File: src/rtl/hazard_pkg.sv
// Shared types for the hazard controller.
// Optional perf counters live behind HAZARD_PERF_EN in hazard_ctrl.
package hazard_pkg;

  localparam int REG_AW_DEF = 5;

  typedef enum logic [1:0] {
    FWD_RF  = 2'b00,
    FWD_WB  = 2'b01,
    FWD_MEM = 2'b10
  } fwd_sel_t;

  typedef enum logic [1:0] {
    IDLE,
    LOAD_STALL,
    REDIRECT
  } hz_state_t;

endpackage

File: src/rtl/hazard_scoreboard.sv
// Pending-register bits for long-latency ops.
// Issue beats completion on the same register.
module hazard_scoreboard
  import hazard_pkg::*;
#(
  parameter int REG_AW = REG_AW_DEF
) (
  input  logic              clk,
  input  logic              rst,
  input  logic              set_en,
  input  logic [REG_AW-1:0] set_rd,
  input  logic              clr_en,
  input  logic [REG_AW-1:0] clr_rd,
  input  logic [REG_AW-1:0] rd_a,
  input  logic [REG_AW-1:0] rd_b,
  output logic              pend_a,
  output logic              pend_b,
  output logic              busy
);

  localparam int NREG = 2 ** REG_AW;

  logic [NREG-1:0] sb;
  logic [NREG-1:0] sb_nxt;

  always_comb begin
    sb_nxt = sb;
    if (clr_en)
      sb_nxt[clr_rd] = 1'b0;
    if (set_en && set_rd != '0)
      sb_nxt[set_rd] = 1'b1;
    sb_nxt[0] = 1'b0;
  end

  always_ff @(posedge clk) begin
    if (rst)
      sb <= '0;
    else
      sb <= sb_nxt;
  end

  assign pend_a = sb[rd_a];
  assign pend_b = sb[rd_b];
  assign busy   = |sb;

endmodule

File: src/rtl/hazard_ctrl.sv
// Stateful hazard unit: forwarding, load-use, redirect, scoreboard.
// Define HAZARD_PERF_EN for stall/redirect perf counters.
module hazard_ctrl
  import hazard_pkg::*;
#(
  parameter int REG_AW          = REG_AW_DEF,
  parameter int LOAD_USE_STALLS = 1,
  parameter int FLUSH_CYCLES    = 1
) (
  input  logic              clk,
  input  logic              rst,
  input  logic [REG_AW-1:0] rs1_d,
  input  logic [REG_AW-1:0] rs2_d,
  input  logic [REG_AW-1:0] rs1_e,
  input  logic [REG_AW-1:0] rs2_e,
  input  logic [REG_AW-1:0] rd_e,
  input  logic [REG_AW-1:0] rd_m,
  input  logic [REG_AW-1:0] rd_w,
  input  logic              regwrite_m,
  input  logic              regwrite_w,
  input  logic              memread_e,
  input  logic              redirect_e,
  input  logic              lop_issue_e,
  input  logic [REG_AW-1:0] lop_rd_e,
  input  logic              lop_done,
  input  logic [REG_AW-1:0] lop_done_rd,
  output logic [1:0]        forward_a_e,
  output logic [1:0]        forward_b_e,
  output logic              stall_f,
  output logic              stall_d,
  output logic              flush_d,
  output logic              flush_e,
  output logic              busy
`ifdef HAZARD_PERF_EN
  ,
  output logic [31:0]       perf_stall_cycles,
  output logic [31:0]       perf_redirects
`endif
);

  localparam logic [1:0] SCNT0 = 2'(LOAD_USE_STALLS - 1);
  localparam logic [1:0] FCNT0 = 2'(FLUSH_CYCLES - 1);

  function automatic fwd_sel_t fwd(
    input logic [REG_AW-1:0] rs,
    input logic              we_m,
    input logic [REG_AW-1:0] dm,
    input logic              we_w,
    input logic [REG_AW-1:0] dw
  );
    if (we_m && dm != '0 && dm == rs)
      return FWD_MEM;
    if (we_w && dw != '0 && dw == rs)
      return FWD_WB;
    return FWD_RF;
  endfunction

  assign forward_a_e =
    fwd(rs1_e, regwrite_m, rd_m, regwrite_w, rd_w);
  assign forward_b_e =
    fwd(rs2_e, regwrite_m, rd_m, regwrite_w, rd_w);

  logic pend_a;
  logic pend_b;

  hazard_scoreboard #(.REG_AW(REG_AW)) u_sb (
    .clk    (clk),
    .rst    (rst),
    .set_en (lop_issue_e),
    .set_rd (lop_rd_e),
    .clr_en (lop_done),
    .clr_rd (lop_done_rd),
    .rd_a   (rs1_d),
    .rd_b   (rs2_d),
    .pend_a (pend_a),
    .pend_b (pend_b),
    .busy   (busy)
  );

  hz_state_t  state, state_nxt;
  logic [1:0] cnt, cnt_nxt;
  logic       hit, sb_stall;
  logic       fsm_stall, fsm_bub;

  assign hit = memread_e && rd_e != '0 &&
               (rd_e == rs1_d || rd_e == rs2_d);
  assign sb_stall = (pend_a || pend_b) && !redirect_e;

  always_comb begin
    state_nxt = state;
    cnt_nxt   = cnt;
    fsm_stall = 1'b0;
    fsm_bub   = 1'b0;
    flush_d   = 1'b0;
    if (redirect_e) begin
      // a redirect kills whatever the stall was holding
      flush_d = 1'b1;
      fsm_bub = 1'b1;
      if (FLUSH_CYCLES > 1) begin
        state_nxt = REDIRECT;
        cnt_nxt   = FCNT0;
      end else begin
        state_nxt = IDLE;
        cnt_nxt   = '0;
      end
    end else begin
      unique case (state)
        IDLE: begin
          if (hit) begin
            fsm_stall = 1'b1;
            fsm_bub   = 1'b1;
            if (LOAD_USE_STALLS > 1) begin
              state_nxt = LOAD_STALL;
              cnt_nxt   = SCNT0;
            end
          end
        end
        LOAD_STALL: begin
          fsm_stall = 1'b1;
          fsm_bub   = 1'b1;
          cnt_nxt   = cnt - 2'd1;
          if (cnt == 2'd1)
            state_nxt = IDLE;
        end
        REDIRECT: begin
          flush_d = 1'b1;
          cnt_nxt = cnt - 2'd1;
          if (cnt == 2'd1)
            state_nxt = IDLE;
        end
        default: begin
          state_nxt = IDLE;
          cnt_nxt   = '0;
        end
      endcase
    end
  end

  always_ff @(posedge clk) begin
    if (rst) begin
      state <= IDLE;
      cnt   <= '0;
    end else begin
      state <= state_nxt;
      cnt   <= cnt_nxt;
    end
  end

  assign stall_f = fsm_stall || sb_stall;
  assign stall_d = fsm_stall || sb_stall;
  assign flush_e = fsm_bub || sb_stall;

`ifdef HAZARD_PERF_EN
  always_ff @(posedge clk) begin
    if (rst) begin
      perf_stall_cycles <= '0;
      perf_redirects    <= '0;
    end else begin
      perf_stall_cycles <= perf_stall_cycles + 32'(stall_d);
      perf_redirects    <= perf_redirects + 32'(redirect_e);
    end
  end
`endif

endmodule

File: config.mk
export PLATFORM = sky130hd
export DESIGN_NAME = hazard_ctrl
export DESIGN_NICKNAME = d
export VERILOG_FILES = /design/src/rtl/hazard_pkg.sv /design/src/rtl/hazard_scoreboard.sv /design/src/rtl/hazard_ctrl.sv
export SDC_FILE = /design/constraint.sdc
export NUM_CORES = 1
export LEC_CHECK = 0
export ABC_CLOCK_PERIOD_IN_PS = 2150
export CORE_MARGIN = 2
export CORE_UTILIZATION = 44
export CTS_CLUSTER_DIAMETER = 30
export DETAILED_ROUTE_END_ITERATION = 10
export GPL_TIMING_DRIVEN = 0
export PLACE_DENSITY = 0.77
export SLEW_MARGIN = 20
export SYNTH_ARGS = -nofsm -noshare
export SYNTH_HDL_FRONTEND = slang
export SYNTH_SLANG_ARGS = --single-unit
File: constraint.sdc
create_clock -name clk -period 2.15 [get_ports clk]
set_input_delay 0.43 -clock clk [delete_from_list [all_inputs] [get_ports clk]]
set_output_delay 0.43 -clock clk [all_outputs]
set_load 0.05 [all_outputs]
Word-level counts from Yosys, hierarchy flattened
Cells that the tools add are included.
- bits in read-only memories: 0
- word-level logic and storage cells: 84
- bits in latches: 0
- flip-flop bits (word level): 36
- memories: 0
- RAM bits: 0
- bits of input ports: 53
- divide/modulo/power cells: 0
- reduce and logical (&&, ||, !) cells: 26
- $lt $le $gt $ge: 6
- shift-type cells: 0
- bitwise operators: 4
- multiplexer cells: 33
- equal/unequal tests: 10
- multiply operators: 0
- $add $sub $neg: 1
- operator list (operator ; number):
    32-bit 2-to-1 mux ; 2
    32-bit bitwise AND ; 1
    32-bit NOT ; 1
    32-bit OR ; 1
    32-bit OR reduction ; 1
    5-bit equality test ; 6
    5-bit by 6-bit less-than comparator with 1-bit output, second input constant ; 4
    5-bit nonzero test ; 4
    2-bit 2-to-1 mux ; 9
    1-bit 2-to-1 mux ; 15
    1-bit logical AND ; 12
    1-bit binary-select mux with 5-bit select ; 2
    1-bit demux with 5-bit select ; 2
    5-bit by 1-bit greater-or-equal comparator with 1-bit output, second input constant ; 2
    2-bit one-hot mux with 2 select lines ; 2
    2-bit by 1-bit equality test with 1-bit output, second input constant ; 2
    1-bit logical OR ; 4
    2-bit OR reduction ; 2
    2-bit equality test, second input constant ; 1
    2-bit logical NOT ; 1
    2-bit by 1-bit inequality test with 1-bit output, second input constant ; 1
    1-bit one-hot mux with 2 select lines ; 1
    2-bit AND reduction ; 1
    2-bit by 1-bit subtractor with 2-bit output, second input constant ; 1
    other kinds (2) ; 2

Logic depth before layout (Yosys ltp)
- depth after elaboration: 9
- gate-level depth with buffers: 7
- mapped depth without buffers: 5

By module
From an unflattened synthesis, not the netlist that was laid out.
- cell total of the unflattened synthesis: 295
- area total of the unflattened synthesis: 2329.7 sq um
- modules (own cells, without submodules) (module ; times used ; area an instance (sq um) ; cells each):
    hazard_scoreboard ; 1 ; 1894.3 ; 240
    hazard_ctrl ; 1 ; 435.4 ; 55

Worst setup path before layout
Ideal clock, no wire load.
- kind: input-to-output
- start point: input rd_m[4]
- end point: output forward_a_e[0]
- cell stages on the path: 4
- data arrival time: 3.004 ns
- slack: -1.284 ns
- path buffers: 0
- path through: xnor2_1 > nand3_1 > nor4_1 > nor4_1
- longest elaborated chain between the ends: 5
- ends and longest elaborated chain (item ; line ; text):
    start: declaration ; hazard_ctrl.sv:17 ; input logic [REG_AW-1:0] rd_m,
    5-bit nonzero test ; hazard_ctrl.sv:51 ; if (we_m && dm != '0 && dm == rs)
    1-bit logical AND ; hazard_ctrl.sv:51 ;
    1-bit logical AND * ; hazard_ctrl.sv:51 ;
    1-bit 2-to-1 mux * ; hazard_ctrl.sv:51 ;
    2-bit 2-to-1 mux * ; hazard_ctrl.sv:53 ; if (we_w && dw != '0 && dw == rs)
    end: declaration ; hazard_ctrl.sv:27 ; output logic [1:0] forward_a_e,
Every way passes the cells marked *; elsewhere a longest branch is shown, timed or not.

Worst setup path after layout
- start point: register u_sb.sb[1]
- end point: output stall_f
- longest elaborated chain between the ends: 5
- ends and longest elaborated chain (item ; line ; text):
    start: declaration ; hazard_scoreboard.sv:23 ; logic [NREG-1:0] sb;
    start signal: assignment ; hazard_scoreboard.sv:39 ; sb <= sb_nxt;
    1-bit binary-select mux with 5-bit select, on equally long branches ; hazard_scoreboard.sv:42, hazard_scoreboard.sv:43 ;
    1-bit 2-to-1 mux, on equally long branches ; hazard_scoreboard.sv:42, hazard_scoreboard.sv:43 ;
    1-bit logical OR * ; hazard_ctrl.sv:87 ; assign sb_stall = (pend_a || pend_b) && !redirect_e;
    1-bit logical AND * ; hazard_ctrl.sv:87 ;
    1-bit logical OR * ; hazard_ctrl.sv:149 ; assign stall_f = fsm_stall || sb_stall;
    end: declaration ; hazard_ctrl.sv:29 ; output logic stall_f,
Every way passes the cells marked *; elsewhere a longest branch is shown, timed or not. The select of a mux whose other input is x is not followed.

==> metrics.cfg <==
[logic_synthesis]
ys_ff_latch=31
ys_warn_count=0
synth.cell_area_um2=2320
synth_area_leaders=dfxtp_1, mux4_2, mux4_1
synth_fp_nets=320
synthFlopType=dfxtp_1
synth-edff-count=0
ys_async_sr_fraction=0
synth.most_common_cell=nand2_1
synth_top_cell_by_area=dfxtp_1
yosysTopAreaCellShare=0.2675
syn_inst=267
avgSynthCellArea_um2=8.688
synth_common_cells=nand2_1, a21oi_1, dfxtp_1, o21ai_0, xnor2_1
ys_types=41
ys_seq_area_frac=0.2675

[placement]
place_area_um2=3110
place_inst=392
dp_hpwl_um=5166
gp_congestion=0.8609
place.port_buffers=55

[die]
die_w_um=76.61
coreArea_um2=5107
start_util=0.4542
die_area_um2=5869
fp.dieH_um=76.61
io_pins=62
rows=26

[clocking]
cts_sinks=31
cts_tree=done
clockRootBuffer=clkbuf_8
cts_max_path_buffers=2
clk_pin_slew_ns=0.06
worstSkewPairLatency_ns=0.28
cts-htree-levels=2
cts_buffers=5
holdBufCountCts=0

[layout]
nets=387
final_cell_area_um2=3277
fillers=442
top_register=u_sb.sb
reg_top3=u_sb.sb: 31 flops
layout-drive-gt1-share=0.2358
syn_to_final_growth_pct=41.26
final_cell_count_no_fill=405
num_antenna_cells=0
largest_reg_flops=31

[global_routing]
grt_pass1_vias=2279
grtUsageTotal=0.2411
grt_max_degree=11
antenna_found_initial=0
grt_pass1_wl_um=11310
gr-total-overflow=0

[critical_path]
crit_type=reg -> out
reg2regPathDepth=2
required_ns=1.72
crit_arrival_ns=2.02
crit_slowest_cell=dfxtp_1
cp-end-kind=output port
cp_max_fo=4
setup.worst_path.start_class=flip-flop
critPathMaxStageDelay_ns=0.35
crit_chain=mux2_4 -> a221oi_2 -> a2111oi_2 -> a311oi_2 -> a31oi_4 -> buf_6 -> buf_8

[detailed_routing]
via_count=2355
drc=0
wl_per_cell_um=17.14
ant_nets=0
wl_um=6941
first_pass_iters=4
drt-vias-per-instance=5.815
drt-initial-drc-count=109

[timing]
finClkSkew_ns=0
tightestPinTransition_ns=0.9748
fin_setup_tns_ns=-0.8743
rsz0062_at_grt=true
setup_viol=5
setup_slack_ns=-0.2990
post-route-period-util=1.139
finalHoldViolations=0
fmax_mhz=408.3
relSlewSlack=0.3487
slew_viol_final=0
layout_min_cycle_time_ns=2.449

[run_status]
violations=setup timing
status=finished with violations

[hold_path]
hp-class=reg -> reg
hold-path-cell-count=2

[flow_run]
max-cap-violations=0

[power_and_ir_drop]
peakVddDrop_mv=0.3812
p_leak_nw=1.164
powerDensity_nw_per_um2=467.3

worst paths after layout:
| path | start | slack (ns) | end |
|---|---|---|---|
| setup / recovery | u_sb.sb[1] | -0.30 | stall_f |
| hold / removal | u_sb.sb[18] | 0.50 | u_sb.sb[18] |
| setup reg to reg | u_sb.sb[30] | 1.40 | u_sb.sb[30] |
| hold reg to reg | u_sb.sb[18] | 0.50 | u_sb.sb[18] |
layer usage:
layer	track usage	up-vias	routed length (um)	share of wire
li1	-	1134	-	-
met4	0.08182	0	108	0.016
met1	0.3211	1124	3078	0.44
met3	0.04028	12	333	0.048
met5	0	-	0	0
met2	0.3973	85	3420	0.49
stage by stage:
step	utilization	hold WS (ns)	power, mW	setup slack [ns]
finish	0.6416	0.5017	1.531	-0.2990
global route	0.6416	0.5344	1.590	-0.3784
CTS	0.6409	0.5102	1.521	-0.3290
detailed placement	0.6090	0.5024	1.016	-1.391
global placement	0.6090	0.4868	1.009	-1.357
floorplan	-	0.4658	0.8333	-0.3201
critical path, delay by kind of cell (launching register included):
family | cells | cell delay, ns
compound gates | 4 | 0.82
buf+inv | 2 | 0.28
flops | 1 | 0.35
mux | 1 | 0.28
what timing repair did:
item,4_1_cts,5_1_grt
resized for setup,143,10
setup endpoints to repair,9,8
pin swaps,16,10
cloned,1,0
setup buffers,4,0
cell type report:
cell class	instances	area, um2	area share
buffer	14	123.9	0.03780
clock buffer	8	100.1	0.03055
inverter	2	7.507	0.002291
multi-input combinational	220	1742	0.5315
sequential	31	624.3	0.1905
tap	70	87.58	0.02673
timing repair buffer	60	591.8	0.1806
report_power, final:
| part | internal [mW] | switching (mW) | total (mW) |
|---|---|---|---|
| clock network | 0.292 | 0.217 | 0.509 |
| logic | 0.208 | 0.223 | 0.432 |
| registers | 0.582 | 0.00856 | 0.590 |
| total | 1.08 | 0.449 | 1.53 |
layout by cell type, fill, tap and decap left out, types with 3 or more instances in the layout:
cell type and count:
nor4_1 6, mux2i_1 7, mux4_2 9, xor2_1 14
nor4_4 4, o21ai_1 8, mux4_1 5, buf_6 15
clkdlybuf4s50_1 22, buf_12 3, clkbuf_2 4, dfxtp_1 28
o21ai_0 23, and3b_1 3, dfxtp_2 3, clkbuf_8 7
nand2_1 39, nor2_1 6, nor3b_1 5, dlygate4sd2_1 9
or4_4 5, clkbuf_1 6, nand3_1 7, buf_4 8
xnor2_1 16, a21oi_1 31, buf_2 4, nand3b_1 6
cell families (layout without fill, tap and decap cells):
| group | Yosys count | in the layout | share of synthesized area |
|---|---|---|---|
| and+or+nand+nor | 95 | 95 | 0.2201 |
| AOI/OAI and AO/OA | 72 | 72 | 0.1731 |
| DFF | 31 | 31 | 0.2675 |
| xor gates and xnor gates | 30 | 30 | 0.1133 |
| muxes | 23 | 23 | 0.1855 |
| buffers and inverters | 16 | 84 | 0.04045 |
Power figures use the tool's default switching activity.
